## config.mk

```make
export PLATFORM = sky130hd
export DESIGN_NAME = ps2_keycode_rx
export DESIGN_NICKNAME = d
export VERILOG_FILES = /design/src/rtl/ps2_pkg.sv /design/src/rtl/ps2_line_filter.sv /design/src/rtl/ps2_keycode_rx.sv
export SDC_FILE = /design/constraint.sdc
export NUM_CORES = 1
export LEC_CHECK = 0
export CAP_MARGIN = 25
export CORE_MARGIN = 2
export CORE_UTILIZATION = 35
export DETAILED_ROUTE_END_ITERATION = 8
export PLACE_DENSITY = 0.54
export SLEW_MARGIN = 30
export SYNTH_ARGS = -nofsm -noshare
export SYNTH_HDL_FRONTEND = slang
export SYNTH_SLANG_ARGS = --single-unit
```

## constraint.sdc

```tcl
create_clock -name clk -period 2.2 [get_ports clk]
set_input_delay 0.22 -clock clk [delete_from_list [all_inputs] [get_ports clk]]
set_output_delay 0.22 -clock clk [all_outputs]
set_load 0.005 [all_outputs]
```

## src/rtl/ps2_pkg.sv

```systemverilog
// Shared types and constants for the PS/2 keyboard receiver: frame states,
// prefix codes and classification of accepted scan-code bytes.
package ps2_pkg;

    typedef enum logic [1:0] {
        IDLE,
        DATA,
        PARITY,
        STOP
    } frame_state_t;

    typedef enum logic [1:0] {
        BYTE_EXT,
        BYTE_BRK,
        BYTE_IGNORED,
        BYTE_KEY
    } byte_class_t;

    localparam logic [7:0] PS2_EXT = 8'hE0;
    localparam logic [7:0] PS2_BRK = 8'hF0;

    // Keyboard status/acknowledge replies that never represent a key.
    localparam int NUM_IGNORED = 6;
    localparam logic [NUM_IGNORED-1:0][7:0] IGNORED_CODES = {
        8'hFF, 8'hFE, 8'hFA, 8'hEE, 8'hAA, 8'h00
    };

    function automatic logic is_ignored(input logic [7:0] code);
        logic hit;
        hit = 1'b0;
        for (int i = 0; i < NUM_IGNORED; i++) begin
            if (code == IGNORED_CODES[i]) begin
                hit = 1'b1;
            end
        end
        return hit;
    endfunction

    function automatic byte_class_t classify(input logic [7:0] code);
        byte_class_t cls;
        if (code == PS2_EXT) begin
            cls = BYTE_EXT;
        end else if (code == PS2_BRK) begin
            cls = BYTE_BRK;
        end else if (is_ignored(code)) begin
            cls = BYTE_IGNORED;
        end else begin
            cls = BYTE_KEY;
        end
        return cls;
    endfunction

endpackage

```

## src/rtl/ps2_line_filter.sv

```systemverilog
// Synchronises the raw PS/2 lines, debounces the clock with a run-length
// filter and emits a one-cycle pulse on each filtered falling edge.
module ps2_line_filter #(
    parameter int FILTER_LEN = 8
) (
    input  logic clk,
    input  logic reset,
    input  logic ps2c,
    input  logic ps2d,
    output logic fall,
    output logic data
);

    localparam int CW = $clog2(FILTER_LEN + 1);

    logic [1:0]    c_sync;
    logic [1:0]    d_sync;
    logic          filt;
    logic [CW-1:0] run_cnt;

    // NOTE: synchroniser and filter reset to 1 so an idle-high line produces
    // no spurious edge when reset is released.
    always_ff @(posedge clk or posedge reset) begin
        if (reset) begin
            c_sync <= 2'b11;
            d_sync <= 2'b11;
        end else begin
            c_sync <= {c_sync[0], ps2c};
            d_sync <= {d_sync[0], ps2d};
        end
    end

    // run_cnt counts consecutive samples that disagree with the filtered level.
    always_ff @(posedge clk or posedge reset) begin
        if (reset) begin
            filt    <= 1'b1;
            run_cnt <= '0;
            fall    <= 1'b0;
        end else begin
            fall <= 1'b0;
            if (c_sync[1] == filt) begin
                run_cnt <= '0;
            end else if (run_cnt == CW'(FILTER_LEN - 1)) begin
                filt    <= c_sync[1];
                run_cnt <= '0;
                fall    <= filt;
            end else begin
                run_cnt <= run_cnt + 1'b1;
            end
        end
    end

    assign data = d_sync[1];

endmodule

```

## src/rtl/ps2_keycode_rx.sv

```systemverilog
// PS/2 keyboard receiver: frame FSM with watchdog, then a prefix-aware byte
// decoder that tracks the currently held make code.
module ps2_keycode_rx #(
    parameter int FILTER_LEN     = 8,
    parameter int TIMEOUT_CYCLES = 100000
) (
    input  logic       clk,
    input  logic       reset,
    input  logic       ps2c,
    input  logic       ps2d,
    output logic [7:0] key_code,
    output logic       key_valid,
    output logic       key_ext,
    output logic       frame_err
);

    import ps2_pkg::*;

    localparam int WW = $clog2(TIMEOUT_CYCLES + 1);

    logic          fall;
    logic          data;
    frame_state_t  state;
    logic [7:0]    shreg;
    logic [2:0]    bit_cnt;
    logic          par;
    logic [WW-1:0] wd;
    logic          brk;
    logic          ext;

    logic          timeout;
    logic          stop_edge;
    logic          byte_ok;

    ps2_line_filter #(
        .FILTER_LEN(FILTER_LEN)
    ) u_line_filter (
        .clk  (clk),
        .reset(reset),
        .ps2c (ps2c),
        .ps2d (ps2d),
        .fall (fall),
        .data (data)
    );

    // An expiring watchdog suppresses any edge that arrives in the same cycle.
    assign timeout   = (state != IDLE) && (wd == WW'(TIMEOUT_CYCLES));
    assign stop_edge = fall && (state == STOP) && !timeout;
    assign byte_ok   = stop_edge && data && (^{shreg, par});

    // NOTE: sequential state uses non-blocking assignments only, so every
    // right-hand side sees the pre-edge value regardless of statement order.
    always_ff @(posedge clk or posedge reset) begin
        if (reset) begin
            state     <= IDLE;
            shreg     <= '0;
            bit_cnt   <= '0;
            par       <= 1'b0;
            wd        <= '0;
            frame_err <= 1'b0;
        end else begin
            frame_err <= timeout || (stop_edge && !byte_ok);
            if (timeout) begin
                state <= IDLE;
                wd    <= '0;
            end else begin
                if (state == IDLE || fall) begin
                    wd <= '0;
                end else begin
                    wd <= wd + 1'b1;
                end
                if (fall) begin
                    case (state)
                        IDLE: begin
                            if (!data) begin
                                state   <= DATA;
                                bit_cnt <= '0;
                            end
                        end
                        DATA: begin
                            shreg   <= {data, shreg[7:1]};
                            bit_cnt <= bit_cnt + 1'b1;
                            if (bit_cnt == 3'd7) begin
                                state <= PARITY;
                            end
                        end
                        PARITY: begin
                            par   <= data;
                            state <= STOP;
                        end
                        STOP: begin
                            state <= IDLE;
                        end
                        default: begin
                            state <= IDLE;
                        end
                    endcase
                end
            end
        end
    end

    // Byte decoder: consumes shreg in the same cycle the stop bit is accepted.
    always_ff @(posedge clk or posedge reset) begin
        if (reset) begin
            brk       <= 1'b0;
            ext       <= 1'b0;
            key_code  <= 8'h00;
            key_ext   <= 1'b0;
            key_valid <= 1'b0;
        end else begin
            key_valid <= 1'b0;
            if (byte_ok) begin
                case (classify(shreg))
                    BYTE_EXT: begin
                        ext <= 1'b1;
                    end
                    BYTE_BRK: begin
                        brk <= 1'b1;
                    end
                    BYTE_IGNORED: begin
                        brk <= 1'b0;
                        ext <= 1'b0;
                    end
                    default: begin
                        if (!brk) begin
                            key_code  <= shreg;
                            key_ext   <= ext;
                            key_valid <= 1'b1;
                        end else if (shreg == key_code && ext == key_ext) begin
                            key_code <= 8'h00;
                            key_ext  <= 1'b0;
                        end
                        brk <= 1'b0;
                        ext <= 1'b0;
                    end
                endcase
            end
        end
    end

endmodule

```

==> flow_summary.ini <==
[run_status]
status = complete, but fails checks
violations = negative setup slack

[sta]
fin_crit_ns = 2.20
setup_violations = 1
drv_slew = 0
fin_skew_ns = 0.00933
tightest_slew_ns = 0.563
fin_crit_sh_pct = 100
fmax_ghz = 0.454
hold_slack_ns = 0.276
rsz0062_at_grt = yes
slew_headroom_pct = 62.0
setup_slack_ns = -0.000897
hold_viol = 0

[clock_network]
htreeDepth = 2
cts_hold_buffers = 0
cts_num_sinks = 54
clk_latency_ns = 0.31
cts_root_buf = clkbuf_8
path_clk_slew_ns = 0.10
cts_tree = yes
cts_buffer_depth = 2
numCtsBuffers = 5

[worst_setup_path]
crit_cells = 6
reg2reg_from = wd[3]$_DFF_PP0_
crit_required_ns = 2.40
cp-start-kind = register
cp_cell_sequence = or4_4 -> nor4_4 -> nand4_4 -> nor2b_4 -> mux2_4 -> a22o_4
startpoint = wd[3]$_DFF_PP0_
max_stage_delay_ns = 0.55
worstSetupPathType = register to register
end_kind = register
critPathSlowestCell = or4_4
path_buf_inv = 0
critPathArrivalTime_ns = 2.40
r2r_cells = 6
path_max_fanout = 7
crit_end = state[0]$_DFFE_PP0P_
reg2reg_slack_ns = -0.0009
r2r-end = state[0]$_DFFE_PP0P_
cp_top_family = simple AND/OR/NAND/NOR gates

[place]
io_buffers = 14
post-dp-hpwl_um = 3440
placedInstanceArea_um2 = 3120
gp_congestion = 0.749

[synthesis]
yosysSeqAreaShare_pct = 49.1
synth_cell_types = 46
synth_most_common_cell = dfrtp_1
synth_edf_count = 0
ys_ff_latch = 54
synth_ff_type = dfrtp_1
syn_area_per_cell_um2 = 11.1
syn_inst = 249
synth_top_area_share_pct = 44.3
ys_warn_count = 0
syn_nets = 262
synth_top_area_cell = dfrtp_1
synth_area_leaders = dfrtp_1 (44%), xnor2_1 (6.6%), dfstp_2 (4.7%)
synthesis.area_um2 = 2770
async_flop_share_pct = 100
ys_top_cells_by_count = dfrtp_1 (49), nor2_1 (24), xnor2_1 (21)

[cells_and_area]
fin_nets = 296
post-route-cell-area_um2 = 3290
layout-drive-gt1-share_pct = 22.9
multi_input_area_um2 = 1310
area_growth_pct = 19.0
regArea_um2 = 1360
diodes = 0
n_fill_cell = 737

[floorplan]
die_w_um = 92.9
rows = 32
die_area_um2 = 8630
boundaryPins = 15
die_y_um = 92.9
start_util_pct = 36.0
coreArea_um2 = 7690

[drt]
antenna_left = 0
dr.pass1.iters = 4
drt-total-wl_um = 4870
num_vias = 1824
drc = 0
wl_per_cell_um = 12.6
routed_via_density = 4.73
drt_iter0_drc = 75

[power]
power_mw = 2.21
switching_power_mw = 0.662
p_int_mw = 1.55
combPwrFrac_pct = 23.0
p_leak_nw = 1.51
ir_drop_mv = 0.469
pwr-share-seq_pct = 51.5
clkPwrFrac_pct = 25.5
p_per_area_nw_per_um2 = 672
swShare_pct = 29.9

[global_routing]
met2_usage_pct = 20.2
track_usage_pct = 12.7
grt_remaining_overflow = 0
grt_pass1_wl_um = 8760
grt.busiest_layer = met2
grt_start_max_net_pins = 55
antenna_found_initial = 0
grtUsageMet3_pct = 2.44
grt_pass1_vias = 1848
gr-usage-met1_pct = 17.3

[hold_path]
hp-class = input port to async pin

[job]
maxCapViolCount = 0
-- what timing repair did --
| action | 4_1_cts | 5_1_grt |
|---|---|---|
| gates resized for setup | 2 | 10 |
| endpoints found under the setup margin | 9 | 18 |
| gates cloned | 1 | 0 |
| pin swaps | 2 | 2 |
| setup buffers | 0 | 2 |
-- final cells by class --
class / instances / area share [%]
Timing Repair Buffer: 39 / 10.5
Sequential cell: 54 / 41.2
Clock buffer: 5 / 2.09
Inverter: 15 / 1.71
Clock inverter: 3 / 0.760
Tap cell: 102 / 3.88
Multi-Input combinational cell: 168 / 39.9
-- worst min-delay path by stage --
stage,to,from,slack [ns]
after global placement,u_line_filter.d_sync[1]$_DFF_PP1_,u_line_filter.d_sync[0]$_DFF_PP1_,0.35
after global routing,frame_err$_DFF_PP0_,reset,0.30
after detailed placement,u_line_filter.d_sync[1]$_DFF_PP1_,u_line_filter.d_sync[0]$_DFF_PP1_,0.35
final,frame_err$_DFF_PP0_,reset,0.28
after floorplan,u_line_filter.c_sync[0]$_DFF_PP1_,ps2c,0.22
after CTS,key_ext$_DFFE_PP0P_,reset,0.28
-- registers in the layout, indices dropped and copies added, names as in the netlist, 2 cells and up --
name / cells
bit_cnt: 3
u_line_filter.d_sync: 2
u_line_filter.run_cnt: 4
shreg: 8
wd: 17
u_line_filter.c_sync: 2
key_code: 8
state: 2
-- power by group through the flow --
stage	sequential [mW]	combinational (mW)	clock [mW]
floorplan	1.16	0.346	0
global placement	1.16	0.492	0
detailed placement	1.16	0.501	0
CTS	1.14	0.504	0.599
global route	1.15	0.589	0.631
finish	1.14	0.508	0.565
-- cells in the final DEF (no fill, tap or decap), drive strengths merged, types with 3 or more instances in the layout --
cell / count
inv: 16
nor4: 4
ha: 9
nor3b: 3
xnor2: 21
mux2: 10
dfstp: 5
buf: 25
clkbuf: 5
and2: 3
a22o: 10
and3: 3
xor2: 9
o31ai: 3
nor3: 3
dfrtp: 49
nand4: 6
nand3: 10
nor2: 24
nand2: 14
o21ai: 9
clkdlybuf4s50: 14
a21oi: 8
-- layer usage --
layer  share of wire, %  wire [µm]
met5                  0          0
met1                 51       2470
met3                2.2        109
met2                 46       2240
met4                1.2         59
-- metrics by stage --
stage	util, %	cells	TNS, ns	setup slack [ns]
2_1_floorplan	-	249	0	0.00884
3_3_place_gp	40.6	375	-0.0649	-0.00808
3_5_place_dp	40.6	375	-0.147	-0.0235
4_1_cts	42.0	384	0	0.00544
5_1_grt	42.8	386	-0.731	-0.0858
6_report	42.8	386	-0.000897	-0.000897
-- logic make-up after synthesis --
group / share of synthesized area [%]
fa+ha+maj: 4.07
mux: 4.07
xor+xnor: 10.3
flops: 49.1
buf+inv: 6.15
simple gates: 17.3
compound gates: 9.00
-- tightest hold or removal path, delay by kind of cell --
kind / cells / cell delay [ns]
buffers and inverters: 3 / 0.75
(Power assumes the default switching activity.)
